$ cat src/rtl/fetch_defs.sv
// Shared definitions for the instruction fetch unit: state encoding and sizing.
package fetch_defs;

    localparam int WIDTH         = 16;
    localparam int TCNT_W        = 4;
    localparam int FETCH_TIMEOUT = 15;

    typedef enum logic [1:0] {
        S_IDLE  = 2'b00,
        S_WAIT  = 2'b01,
        S_HOLD  = 2'b10,
        S_DRAIN = 2'b11
    } fetch_state_e;

endpackage

$ cat src/rtl/fetch_timer.sv
// Up-counting wait timer; done flags the cycle on which the count would reach LIMIT.
module fetch_timer
    import fetch_defs::*;
#(
    parameter int TCNT_W = fetch_defs::TCNT_W,
    parameter int LIMIT  = fetch_defs::FETCH_TIMEOUT
) (
    input  logic clock,
    input  logic reset,
    input  logic clear,
    input  logic enable,
    output logic done
);

    logic [TCNT_W-1:0] count_q;
    logic [TCNT_W-1:0] count_d;

    always_comb begin
        count_d = count_q;
        if (clear) begin
            count_d = '0;
        end else if (enable) begin
            count_d = count_q + 1'b1;
        end
    end

    always_ff @(posedge clock) begin
        if (reset) begin
            count_q <= '0;
        end else begin
            count_q <= count_d;
        end
    end

    // Fires on the LIMIT-th consecutive ack-less cycle, so the abort lands on that edge.
    assign done = enable && (count_q == TCNT_W'(LIMIT - 1));

endmodule

$ cat src/rtl/fetch_unit.sv
// Instruction fetch controller: issues one memory read at a time, holds the
// returned word for decode, and handles flush, drain and timeout abort.
//
//   state   | meaning
//   --------+--------------------------------------------------------
//   S_IDLE  | no request outstanding, nothing held
//   S_WAIT  | request outstanding, response will be captured
//   S_HOLD  | instruction held for decode (instrValid=1)
//   S_DRAIN | request outstanding but flushed; response will be dropped
module fetch_unit
    import fetch_defs::*;
#(
    parameter int FETCH_TIMEOUT = fetch_defs::FETCH_TIMEOUT,
    parameter int WIDTH         = fetch_defs::WIDTH,
    parameter int TCNT_W        = fetch_defs::TCNT_W
) (
    input  logic             clock,
    input  logic             reset,
    input  logic [WIDTH-1:0] pcIn,
    input  logic             fetchEn,
    input  logic             flush,
    input  logic             memAck,
    input  logic [WIDTH-1:0] memData,
    input  logic             instrTaken,
    output logic             memReq,
    output logic [WIDTH-1:0] memAddr,
    output logic [WIDTH-1:0] instr,
    output logic [WIDTH-1:0] instrPc,
    output logic             instrValid,
    output logic             pcAdvance,
    output logic             fetchErr
);

    fetch_state_e     state_q, state_d;
    logic             mem_req_q, mem_req_d;
    logic [WIDTH-1:0] mem_addr_q, mem_addr_d;
    logic [WIDTH-1:0] instr_q, instr_d;
    logic [WIDTH-1:0] instr_pc_q, instr_pc_d;
    logic             instr_valid_q, instr_valid_d;
    logic             fetch_err_q, fetch_err_d;

    logic tmr_clear;
    logic tmr_enable;
    logic tmr_done;

    fetch_timer #(
        .TCNT_W (TCNT_W),
        .LIMIT  (FETCH_TIMEOUT)
    ) u_timer (
        .clock  (clock),
        .reset  (reset),
        .clear  (tmr_clear),
        .enable (tmr_enable),
        .done   (tmr_done)
    );

    assign tmr_enable = ((state_q == S_WAIT) || (state_q == S_DRAIN)) && !memAck;

    always_comb begin
        state_d       = state_q;
        mem_req_d     = mem_req_q;
        mem_addr_d    = mem_addr_q;
        instr_d       = instr_q;
        instr_pc_d    = instr_pc_q;
        instr_valid_d = instr_valid_q;
        fetch_err_d   = fetch_err_q;
        tmr_clear     = 1'b0;

        unique case (state_q)
            S_IDLE: begin
                if (fetchEn && !flush) begin
                    state_d    = S_WAIT;
                    mem_req_d  = 1'b1;
                    mem_addr_d = pcIn;
                    tmr_clear  = 1'b1;
                end
            end
            S_WAIT: begin
                if (memAck) begin
                    mem_req_d = 1'b0;
                    if (flush) begin
                        state_d = S_IDLE;
                    end else begin
                        state_d       = S_HOLD;
                        instr_d       = memData;
                        instr_pc_d    = mem_addr_q;
                        instr_valid_d = 1'b1;
                    end
                end else if (tmr_done) begin
                    state_d     = S_IDLE;
                    mem_req_d   = 1'b0;
                    fetch_err_d = 1'b1;
                end else if (flush) begin
                    state_d = S_DRAIN;
                end
            end
            S_DRAIN: begin
                if (memAck) begin
                    state_d   = S_IDLE;
                    mem_req_d = 1'b0;
                end else if (tmr_done) begin
                    state_d     = S_IDLE;
                    mem_req_d   = 1'b0;
                    fetch_err_d = 1'b1;
                end
            end
            S_HOLD: begin
                if (flush) begin
                    state_d       = S_IDLE;
                    instr_valid_d = 1'b0;
                end else if (instrTaken) begin
                    instr_valid_d = 1'b0;
                    if (fetchEn) begin
                        state_d    = S_WAIT;
                        mem_req_d  = 1'b1;
                        mem_addr_d = pcIn;
                        tmr_clear  = 1'b1;
                    end else begin
                        state_d = S_IDLE;
                    end
                end
            end
            default: state_d = S_IDLE;
        endcase
    end

    always_ff @(posedge clock) begin
        if (reset) begin
            state_q       <= S_IDLE;
            mem_req_q     <= 1'b0;
            mem_addr_q    <= '0;
            instr_q       <= '0;
            instr_pc_q    <= '0;
            instr_valid_q <= 1'b0;
            fetch_err_q   <= 1'b0;
        end else begin
            state_q       <= state_d;
            mem_req_q     <= mem_req_d;
            mem_addr_q    <= mem_addr_d;
            instr_q       <= instr_d;
            instr_pc_q    <= instr_pc_d;
            instr_valid_q <= instr_valid_d;
            fetch_err_q   <= fetch_err_d;
        end
    end

    // PC moves on the same edge that captures the word, never for dropped data.
    assign pcAdvance  = (state_q == S_WAIT) && memAck && !flush;

    assign memReq     = mem_req_q;
    assign memAddr    = mem_addr_q;
    assign instr      = instr_q;
    assign instrPc    = instr_pc_q;
    assign instrValid = instr_valid_q;
    assign fetchErr   = fetch_err_q;

endmodule

$ cat config.mk
export PLATFORM = sky130hd
export DESIGN_NAME = fetch_unit
export DESIGN_NICKNAME = d
export VERILOG_FILES = /design/src/rtl/fetch_defs.sv /design/src/rtl/fetch_timer.sv /design/src/rtl/fetch_unit.sv
export SDC_FILE = /design/constraint.sdc
export NUM_CORES = 1
export LEC_CHECK = 0
export CAP_MARGIN = 5
export CELL_PAD_IN_SITES_DETAIL_PLACEMENT = 1
export CELL_PAD_IN_SITES_GLOBAL_PLACEMENT = 1
export CORE_ASPECT_RATIO = 1.5
export CORE_MARGIN = 2
export CORE_UTILIZATION = 33
export CTS_BUF_LIST = sky130_fd_sc_hd__clkbuf_16
export DETAILED_ROUTE_END_ITERATION = 10
export PLACE_DENSITY_LB_ADDON = 0.1
export SYNTH_ARGS = -nofsm -noshare
export SYNTH_HDL_FRONTEND = slang
export SYNTH_HIERARCHICAL = 1
export SYNTH_SLANG_ARGS = --single-unit
$ cat constraint.sdc
create_clock -name clock -period 3.3 [get_ports clock]
set_input_delay 0.66 -clock clock [delete_from_list [all_inputs] [get_ports clock]]
set_output_delay 0.66 -clock clock [all_outputs]
set_load 0.02 [all_outputs]
==> metrics.md <==
| Metric | Value |
|---|---|
| Status | `finished clean` |
| Vias/cell | `approximately 4.8` |
| Post-Synth Simple-Gate Area | `21.5%` |
| Starting Density | `34.0%` |
| Area Overhead vs Synth | `54.6%` |
| Area occupied by multi-input gates | `952 sq um` |
| Crit path DAT | `2.12 ns` |
| Setup Buffers After CTS | `0` |
| Slew @ Worst Pin | `0.884 ns` |
| Setup Skew | `around 0.0061 ns` |
| Post-Synthesis Cell Area | `2190 sq um` |
| I/O pins | `90` |
| Die Span Y | `104 microns` |
| Largest net degree at the start of global routing | `41` |
| Fin. max-slew vios | `0` |
| Yosys reg bits | `57` |
| Multiplexer area fraction after synthesis | `7.82%` |
| Post-synthesis sequential area ratio | `52.1%` |
| Core Footprint | `6440 sq um` |
| Total Wirelength | `~6000 microns` |
| Post-synth EDFFs | `0` |
| R2R depth | `4` |
| Maximum clock path buffer count | `2` |
| Final instance area | `3390 sq um` |
| Rows | `36` |
| Crit share post-route | `a little over four fifths` |
| Final hold violations | `0` |
| Final setup viols | `0` |
| RR Endpoint | `memAddr[12]` |
| Worst hold slack | `about 0.45 ns` |
| R2R Path Start | `state_q[0]` |
| Worst setup EP type | `primary output` |
| Detailed-route DRC error count | `0` |
| Post-layout util | `between 50% and 60%` |
| Worst vdd ir | `0.259 mV` |
| Layout Cells excl Fill | `between 400 and 500` |
| Initial antenna violation count | `0` |
| Post-Synth Adder-Cell Area | `1.14%` |
| First-pass GRT wire length | `approximately 9900 microns` |
| DIE AREA | `7320 sq um` |
| Worst R2R Setup Slack | `roughly 1.5 ns` |
| Post-DR wirelength/cell | `about 14 microns` |
| Worst Hold Path EP | `instr[15]` |
| Largest family of logic cells by synthesized area | `simple AND/OR/NAND/NOR gates` |
| Synth area leader | `dfxtp_1` |
| Skew-Pair Late Insertion Delay | `0.32 ns` |
| Post-route total power | `1.66 mW` |
| Total Routing Usage GR | `17.1%` |
| Worst min-delay path startpoint | `instr[15]` |
| Vias in the first global route | `around 2100` |
| # diodes | `0` |
| Pre-CTS setup slack | `0.512 ns` |
| Cell Pwr Density | `around 500 nW/um^2` |
| # resized after CTS | `0` |
| IO buf count | `89` |
| Library cells used by synthesis | `34` |
| Grt ovf | `0` |
| Post-route setup slack | `0.522 ns` |
| Pleak | `1.25 nW` |
| H-tree Lvls | `3` |
| TritonRoute pass-1 iters | `4` |
| CP peak stage delay | `about 0.59 ns` |
| Cell area after placement | `between 3000 and 4000 sq um` |
| Top-area cell type share of the netlist area | `52.1%` |
| Synth warnings | `6` |
| Largest fanout on the critical path | `6` |
| Syn Inst Count | `roughly 260` |
| Async S/R FF share, synth | `0%` |
| RSZ-0062 raised after global routing | `false` |
| Dpl cells | `410` |
| Max cap viols | `0` |
| Critical path data required time | `about 2.6 ns` |
| Hold Path Depth | `2` |
| Worst path cell trace | `clkdlybuf4s50_1 -> nand4bb_2 -> inv_2 -> clkdlybuf4s50_1` |
| Predominant post-synthesis flop cell | `dfxtp_1` |
| CTS root buffer | `clkbuf_16` |
| Share of cells above drive strength 1 | `7.14%` |
| Final RePlAce weighted congestion | `~0.7` |
| First DRT Iteration DRCs | `81` |
| Startpoint types | `primary input` |
| Via count | `2062` |
| Slew HR | `between 40% and 50%` |
| Largest cells by area after synthesis | `dfxtp_1, nand2_1, a21oi_1` |
| Clock transition at the registers of the reported paths | `0.05 ns` |
| Syn nets | `296` |
| Setup Total Neg Slack | `0 ns` |
| Antenna Nets Post-Route | `0` |
| Die X-Extent | `70.5 microns` |
| CP dominant cell by count | `clkdlybuf4s50_1` |
| Syn avg cell area | `about 8.6 sq um` |
| Dpl hpwl | `3790 microns` |
| Fill cell count | `765` |
| Final #Nets | `approximately 390` |
| HP Class | `register to register` |
| Critical-path top delay cell | `clkdlybuf4s50_1` |
| CTS tree | `yes` |
| # clock sinks | `57` |
| Post-route minimum period | `2.78 ns` |
| FF+latch area | `about 1100 sq um` |
| CTS Buf Count | `9` |
| XOR/XNOR share of the synthesized area | `0.400%` |
| FMAX | `360 MHz` |
| Hold buffers post-CTS | `0` |
| WS Path Type | `primary input to primary output` |
| Share of the synthesized area in compound gates (AO/OA/AOI/OAI) | `12.1%` |
-- worst max-delay path, delay by kind of cell --
kind,cells,cell delay [ns]
and+or+nand+nor,1,0.30
buffers and inverters,3,1.15
-- cell usage after synthesis (2+ instances only) --
cell,count
nand2_1,96
dfxtp_1,57
a21oi_1,33
mux2i_1,16
clkbuf_1,8
buf_2,6
nor2_1,5
inv_1,3
a211oi_1,2
ha_1,2
nor3_1,2
nor3b_1,2
o211a_1,2
o21ai_0,2
-- report_power, final --
part           total [mW]  leakage, nW  switching [mW]  internal (mW)
logic               0.152        0.642          0.0687         0.0828
clock network       0.787        0.143           0.295          0.492
registers           0.717        0.461          0.0123          0.705
-- how the worst max path moves through the flow --
stage | slack, ns | to | cells after the start | start
3_3_place_gp | 0.55 | pcAdvance | 4 | flush
2_1_floorplan | 1.35 | pcAdvance | 4 | flush
3_5_place_dp | 0.51 | pcAdvance | 4 | flush
6_report | 0.52 | pcAdvance | 4 | flush
5_1_grt | 0.45 | pcAdvance | 4 | flush
4_1_cts | 0.51 | pcAdvance | 4 | flush
-- cell usage in the layout, fill, tap and decap left out, types with 2 or more instances in the layout --
cell type         n
mux2i_1          16
clkbuf_16         9
nor3_1            2
inv_1             6
o21ai_0           2
clkdlybuf4s50_1  88
ha_1              2
nand2_1          96
o211a_1           2
dfxtp_1          57
a21oi_1          33
a211oi_1          2
buf_4             5
clkinv_2          4
nor2_1            5
nor3b_1           2
-- cell type report --
| class | count | area share [%] |
|---|---|---|
| Clock buffer | 9 | 6.65 |
| Clock inverter | 7 | 0.924 |
| Inverter | 5 | 0.554 |
| Multi-Input combinational cell | 178 | 28.1 |
| Sequential cell | 57 | 33.7 |
| Tap cell | 76 | 2.81 |
| Timing Repair Buffer | 94 | 27.3 |
-- state kept, by name, summed over array words and instances (netlist names) --
signal and count:
state_q 2, instrPc 16, instrValid 1, memReq 1, instr 16, u_timer/count_q 4, fetchErr 1, memAddr 16
-- routing by layer --
metal  up-vias  track usage (%)  routed length, microns
met5         -                0                       0
met4         0             7.83                     108
met3        10             3.60                     301
met2        61             29.9                    3080
met1       970             19.6                    2540
li1       1021                -                       -
-- cell families (layout without fill, tap and decap cells) --
family / Yosys count / in the layout
and+or+nand+nor: 113 / 113
DFF: 57 / 57
adders and majority gates: 2 / 2
muxes: 17 / 17
AOI/OAI and AO/OA: 45 / 45
buffers and inverters: 21 / 115
xor gates and xnor gates: 1 / 1
No activity file was read; power rests on OpenSTA's default activity.
